<file path="src/rtl/tdm_pkg.sv">
// Shared frame geometry for the TDM lane receiver.
// TDM_DEMUX_PARITY_EN stretches the frame to five slots (four data words plus one parity word).
package tdm_pkg;

`ifdef TDM_DEMUX_PARITY_EN
  localparam int NUM_SLOTS = 5;
`else
  localparam int NUM_SLOTS = 4;
`endif

  localparam int LAST_SLOT = NUM_SLOTS - 1;

  typedef logic [2:0] slot_t;

endpackage

</file>
<file path="src/rtl/tdm_slot_counter.sv">
// Slot tracking for the TDM receiver: lock acquisition, flywheel wrap and resync on early frame_sync.
// Frame length follows TDM_DEMUX_PARITY_EN through tdm_pkg.
module tdm_slot_counter
  import tdm_pkg::*;
(
  input  logic                 clock,
  input  logic                 reset,
  input  logic                 enable,
  input  logic                 frame_sync,
  output slot_t                slot,
  output logic                 locked,
  output logic [LAST_SLOT-1:0] capture,
  output logic                 frame_done,
  output logic                 sync_error
);

  slot_t slot_d, slot_q;
  logic  locked_d, locked_q;
  logic  sync_error_d, sync_error_q;

  always_comb begin
    slot_d       = slot_q;
    locked_d     = locked_q;
    sync_error_d = 1'b0;
    capture      = '0;
    frame_done   = 1'b0;
    if (enable) begin
      if (frame_sync) begin
        // A sync always restarts the frame here; it is only an error if a frame was in progress.
        capture[0]   = 1'b1;
        slot_d       = slot_t'(1);
        locked_d     = 1'b1;
        sync_error_d = locked_q && (slot_q != '0);
      end else if (locked_q) begin
        if (slot_q == slot_t'(LAST_SLOT)) begin
          frame_done = 1'b1;
          slot_d     = '0;
        end else begin
          slot_d = slot_q + slot_t'(1);
          for (int i = 0; i < LAST_SLOT; i++) begin
            if (slot_q == slot_t'(i)) capture[i] = 1'b1;
          end
        end
      end
    end
  end

  always_ff @(posedge clock or posedge reset) begin
    if (reset) begin
      slot_q       <= '0;
      locked_q     <= 1'b0;
      sync_error_q <= 1'b0;
    end else begin
      slot_q       <= slot_d;
      locked_q     <= locked_d;
      sync_error_q <= sync_error_d;
    end
  end

  assign slot       = slot_q;
  assign locked     = locked_q;
  assign sync_error = sync_error_q;

endmodule

</file>
<file path="src/rtl/tdm_demux4.sv">
// Four-channel TDM lane receiver: slot words are shadowed, then all channels update together at frame end.
// Define TDM_DEMUX_PARITY_EN for a fifth even-parity slot and the parity_error output.
module tdm_demux4
  import tdm_pkg::*;
#(
  parameter int WIDTH = 1
) (
  input  logic             clock,
  input  logic             reset,
  input  logic             enable,
  input  logic             frame_sync,
  input  logic [WIDTH-1:0] in,
  output logic [WIDTH-1:0] out_a,
  output logic [WIDTH-1:0] out_b,
  output logic [WIDTH-1:0] out_c,
  output logic [WIDTH-1:0] out_d,
  output logic [2:0]       slot,
  output logic             locked,
  output logic             frame_valid,
  output logic             sync_error
`ifdef TDM_DEMUX_PARITY_EN
  ,
  output logic             parity_error
`endif
);

  logic [LAST_SLOT-1:0] capture;
  logic                 frame_done;
  slot_t                slot_w;

  logic [WIDTH-1:0] shadow_d [LAST_SLOT];
  logic [WIDTH-1:0] shadow_q [LAST_SLOT];
  logic [WIDTH-1:0] out_a_d, out_a_q;
  logic [WIDTH-1:0] out_b_d, out_b_q;
  logic [WIDTH-1:0] out_c_d, out_c_q;
  logic [WIDTH-1:0] out_d_d, out_d_q;
  logic             frame_valid_d, frame_valid_q;
`ifdef TDM_DEMUX_PARITY_EN
  logic             parity_error_d, parity_error_q;
  logic [WIDTH-1:0] parity_calc;
`endif

  tdm_slot_counter u_slot_counter (
    .clock      (clock),
    .reset      (reset),
    .enable     (enable),
    .frame_sync (frame_sync),
    .slot       (slot_w),
    .locked     (locked),
    .capture    (capture),
    .frame_done (frame_done),
    .sync_error (sync_error)
  );

  always_comb begin
    for (int i = 0; i < LAST_SLOT; i++) begin
      shadow_d[i] = capture[i] ? in : shadow_q[i];
    end
    out_a_d       = out_a_q;
    out_b_d       = out_b_q;
    out_c_d       = out_c_q;
    out_d_d       = out_d_q;
    frame_valid_d = frame_done;
`ifdef TDM_DEMUX_PARITY_EN
    parity_calc    = shadow_q[0] ^ shadow_q[1] ^ shadow_q[2] ^ shadow_q[3];
    parity_error_d = frame_done && (in != parity_calc);
`endif
    if (frame_done) begin
      out_a_d = shadow_q[0];
      out_b_d = shadow_q[1];
      out_c_d = shadow_q[2];
`ifdef TDM_DEMUX_PARITY_EN
      out_d_d = shadow_q[3];
`else
      // Slot 3 bypasses the shadow so the last word reaches out_d on the same edge it arrives.
      out_d_d = in;
`endif
    end
  end

  always_ff @(posedge clock or posedge reset) begin
    if (reset) begin
      for (int i = 0; i < LAST_SLOT; i++) shadow_q[i] <= '0;
      out_a_q       <= '0;
      out_b_q       <= '0;
      out_c_q       <= '0;
      out_d_q       <= '0;
      frame_valid_q <= 1'b0;
`ifdef TDM_DEMUX_PARITY_EN
      parity_error_q <= 1'b0;
`endif
    end else begin
      for (int i = 0; i < LAST_SLOT; i++) shadow_q[i] <= shadow_d[i];
      out_a_q       <= out_a_d;
      out_b_q       <= out_b_d;
      out_c_q       <= out_c_d;
      out_d_q       <= out_d_d;
      frame_valid_q <= frame_valid_d;
`ifdef TDM_DEMUX_PARITY_EN
      parity_error_q <= parity_error_d;
`endif
    end
  end

  assign out_a       = out_a_q;
  assign out_b       = out_b_q;
  assign out_c       = out_c_q;
  assign out_d       = out_d_q;
  assign slot        = slot_w;
  assign frame_valid = frame_valid_q;
`ifdef TDM_DEMUX_PARITY_EN
  assign parity_error = parity_error_q;
`endif

endmodule

</file>
<file path="config.mk">
export PLATFORM = sky130hd
export DESIGN_NAME = tdm_demux4
export DESIGN_NICKNAME = d
export VERILOG_FILES = /design/src/rtl/tdm_pkg.sv /design/src/rtl/tdm_slot_counter.sv /design/src/rtl/tdm_demux4.sv
export SDC_FILE = /design/constraint.sdc
export NUM_CORES = 1
export LEC_CHECK = 0
export BUFFER_PORTS_ARGS = -buffer_cell sky130_fd_sc_hd__buf_2
export CORE_MARGIN = 1.5
export CORE_UTILIZATION = 32
export CTS_BUF_LIST = sky130_fd_sc_hd__clkbuf_8 sky130_fd_sc_hd__clkbuf_16
export DETAILED_ROUTE_END_ITERATION = 10
export PLACE_DENSITY = 0.61
export RECOVER_POWER = 100
export SETUP_SLACK_MARGIN = 0.05
export SYNTH_ARGS = -nofsm -noshare
export SYNTH_HDL_FRONTEND = slang
export SYNTH_SLANG_ARGS = --single-unit
</file>
<file path="constraint.sdc">
create_clock -name clock -period 1.44 [get_ports clock]
set_clock_uncertainty 0.15 [all_clocks]
set_input_delay 0.216 -clock clock [delete_from_list [all_inputs] [get_ports clock]]
set_output_delay 0.216 -clock clock [all_outputs]
set_load 0.02 [all_outputs]
</file>
==> results by group <==
Critical path
  • Worst Setup Path Type: flip-flop to flip-flop
  • CP Cell Sequence: ha_4 > nor4bb_4 > o21ai_1 > mux2_4
  • Startpoint class of the critical path: flip-flop
  • Max incr delay on CP: 430 ps
  • Crit path launch: u_slot_counter.slot[0]
  • CP max-delay cell: dfrtp_2
  • Reg2Reg Depth: 4
  • Req. time, crit path: ~1400 ps
  • Maximum fanout along the worst path: 4
  • Crit Reg-Reg Startpoint: u_slot_counter.slot[0]
  • Setup crit end kind: flip-flop
  • CP arrival: around 1500 ps

Pwr
  • Worst vdd ir: 689 uV
  • Leakage dissipation: 0.433 nW
  • Design Power: 1.29 mW
  • Pwr Density: 1410 nW/um^2

Detailed routing
  • TritonRoute pass-1 iters: 4
  • DRC viols: 0
  • Routed len/inst: 12.4 um
  • Initial DRC count: 8
  • WL final: 1.25 mm
  • Via count: approximately 480
  • Final ANT Viol Nets: 0
  • Vias per cell: ~4.7

Synthesis
  • Net Count, Synth: 57
  • Cells after Synth: 48
  • Synthesized cell area: 612 um^2
  • Sequential element share of the synthesized area: 53.2%
  • Syn avg cell area: 12.7 um^2
  • Cell variety after synth: 17
  • Synthesized flop and latch total: 13
  • Synth Warn #: 0

Clock network
  • TritonCTS Buffers: 3
  • CTS root buf: clkbuf_8
  • Skew-Pair Late Insertion Delay: between 200 and 250 ps
  • TritonCTS clock tree: done
  • # clock sinks: 13
  • Clk buf depth: 2
  • Clock-pin transition on the worst setup and hold timing paths: 50 ps
  • Post-CTS Setup Bufs: 0
  • H-tree depth: 1

STA
  • Rel. slew slack: 66.9%
  • Setup-failing EPs final: 5
  • Slew of the pin with the lowest slew margin: 496 ps
  • Final worst setup slack: -114 ps
  • Max frequency: between 600 and 700 MHz
  • Final hold slack: 127 ps
  • Slew Limit Fails: 0
  • Unrepaired setup endpoints after global routing: yes
  • Final critical-path share of the clock period: 108%
  • Endpoints failing hold: 0
  • Final min period: 1550 ps

Global route
  • Global-route wire length before repair: 1.99 mm
  • Vias in the first global route: 446
  • Pin count of the biggest net entering global routing: 14
  • Gr usage total: 13.7%
  • Grt ovf: 0
  • Initial antenna violation count: 0

Place
  • Routability Congestion: 0.746
  • IO buf count: 14
  • Hpwl dp: 905 um

Finish
  • Synth-to-Final Area Change: 49.9%
  • N_diodes: 0
  • FF+latch area: 330 um^2
  • Multi-input gate area: 348 um^2
  • Layout cells sized above 1: about 54%
  • Fill count: 173
  • Final-stage net count: 86

Floorplan
  • Rows: 15
  • Die ar.: 2180 um^2
  • Core region area: roughly 1800 um^2
  • Die Span Y: 46.7 um
  • Ports: 15
  • Die span in x: approximately 47 um
  • Initial core utilization: 34.7%

Min path
  • WHS Path Cells: 2
  • Min-Delay Path Class: primary input to flip-flop
  • Min-Delay Startpoint: in

Outcome
  • Status: finished, violations left
  • Failing checks: negative setup slack

Flow run
  • Max-cap violations: 0
[registers in the layout, summed over array words and instances, names as in the netlist]
signal	count
frame_valid	1
shadow_q	3
u_slot_counter.sync_error	1
u_slot_counter.locked	1
out_c	1
out_b	1
u_slot_counter.slot	3
out_d	1
out_a	1
[worst max-delay path, delay by kind of cell (launching register included)]
family,cells,cell delay (ps)
and+or+nand+nor,1,250
AOI/OAI and AO/OA,1,120
DFF,1,430
adders and majority gates,1,190
muxes,1,300
[placed cells by master (no fill, tap or decap), types with 3 or more instances in the layout]
cell type and instances:
clkbuf_1 7, clkbuf_8 3, mux2_4 4, buf_2 8
dfrtp_1 9, nand3b_1 3, mux2_2 3, buf_4 6
inv_1 4, dfrtp_2 4
[power breakdown]
group          internal (mW)  leakage, nW  switching, mW
clock network          0.188       0.0269          0.123
logic                  0.231        0.249          0.222
registers              0.467        0.157         0.0580
[worst paths after layout]
| kind | end | slack [ps] |
|---|---|---|
| worst max-delay path | shadow_q[2] | -110 |
| worst min-delay path | shadow_q[2] | 130 |
| worst max register to register | shadow_q[2] | -110 |
| worst min register to register | out_b | 350 |
| max in group asynchronous | u_slot_counter.slot[1] | 390 |
| min in group asynchronous | u_slot_counter.sync_error | 390 |
[stage by stage]
| step | area, um^2 | worst slack [ps] | instances | util, % | TNS (ps) |
|---|---|---|---|---|---|
| floorplan | 632 | -107 | 48 | - | -118 |
| global placement | 801 | -41.2 | 96 | 45.4 | -41.2 |
| detailed placement | 801 | -73.0 | 96 | 45.4 | -76.6 |
| CTS | 883 | -78.9 | 101 | 50.1 | -139 |
| global route | 917 | -158 | 101 | 52.0 | -529 |
| finish | 917 | -114 | 101 | 52.0 | -247 |
[cells by family (layout without fill, tap and decap cells)]
group	count (synthesis)	count (layout)	synth area share (%)
compound gates	9	9	9.82
fa+ha+maj	4	4	8.18
buf+inv	5	33	3.07
flops	13	13	53.2
mux	7	7	12.9
simple gates	10	10	12.9
[layout make-up]
cell class                 count  area share [%]
clock buffer                   3            4.50
sequential                    13            36.0
tap                           25            3.41
clock inverter                 1           0.409
multi-input combinational     30            37.9
inverter                       5            2.05
timing repair buffer          24            15.7
[layer usage]
layer  wire length [um]  vias up  GRT usage, %
li1                   -      225             -
met1                520      236          15.3
met2                641       13          22.5
met4                 19        0          6.67
met3                 72        2          5.88
met5                  0        -             0
[cells in the mapped netlist]
library cell	number	area, um^2
mux2_2	5	56.3
o21ai_0	3	15.0
inv_1	5	18.8
nand3b_1	3	22.5
nor4bb_1	1	10.0
nand2_1	2	7.51
a21o_2	2	17.5
mux2_1	2	22.5
nand2b_1	1	6.26
nand3_1	1	5.00
ha_1	4	50.1
a31o_2	1	8.76
and4bb_4	1	16.3
a22o_1	1	8.76
dfrtp_1	13	325
a21oi_1	2	10.0
nand2_4	1	11.3
[timing repair]
item | CTS | global route
hold buffers | 1 | 0
setup endpoints to repair | 8 | 8
gates resized for setup | 5 | 7
endpoints found under the hold margin | 13 | 0
pin swaps | 3 | 5
gates cloned | 0 | 0
Note: power is estimated with default switching activity, not from simulation.
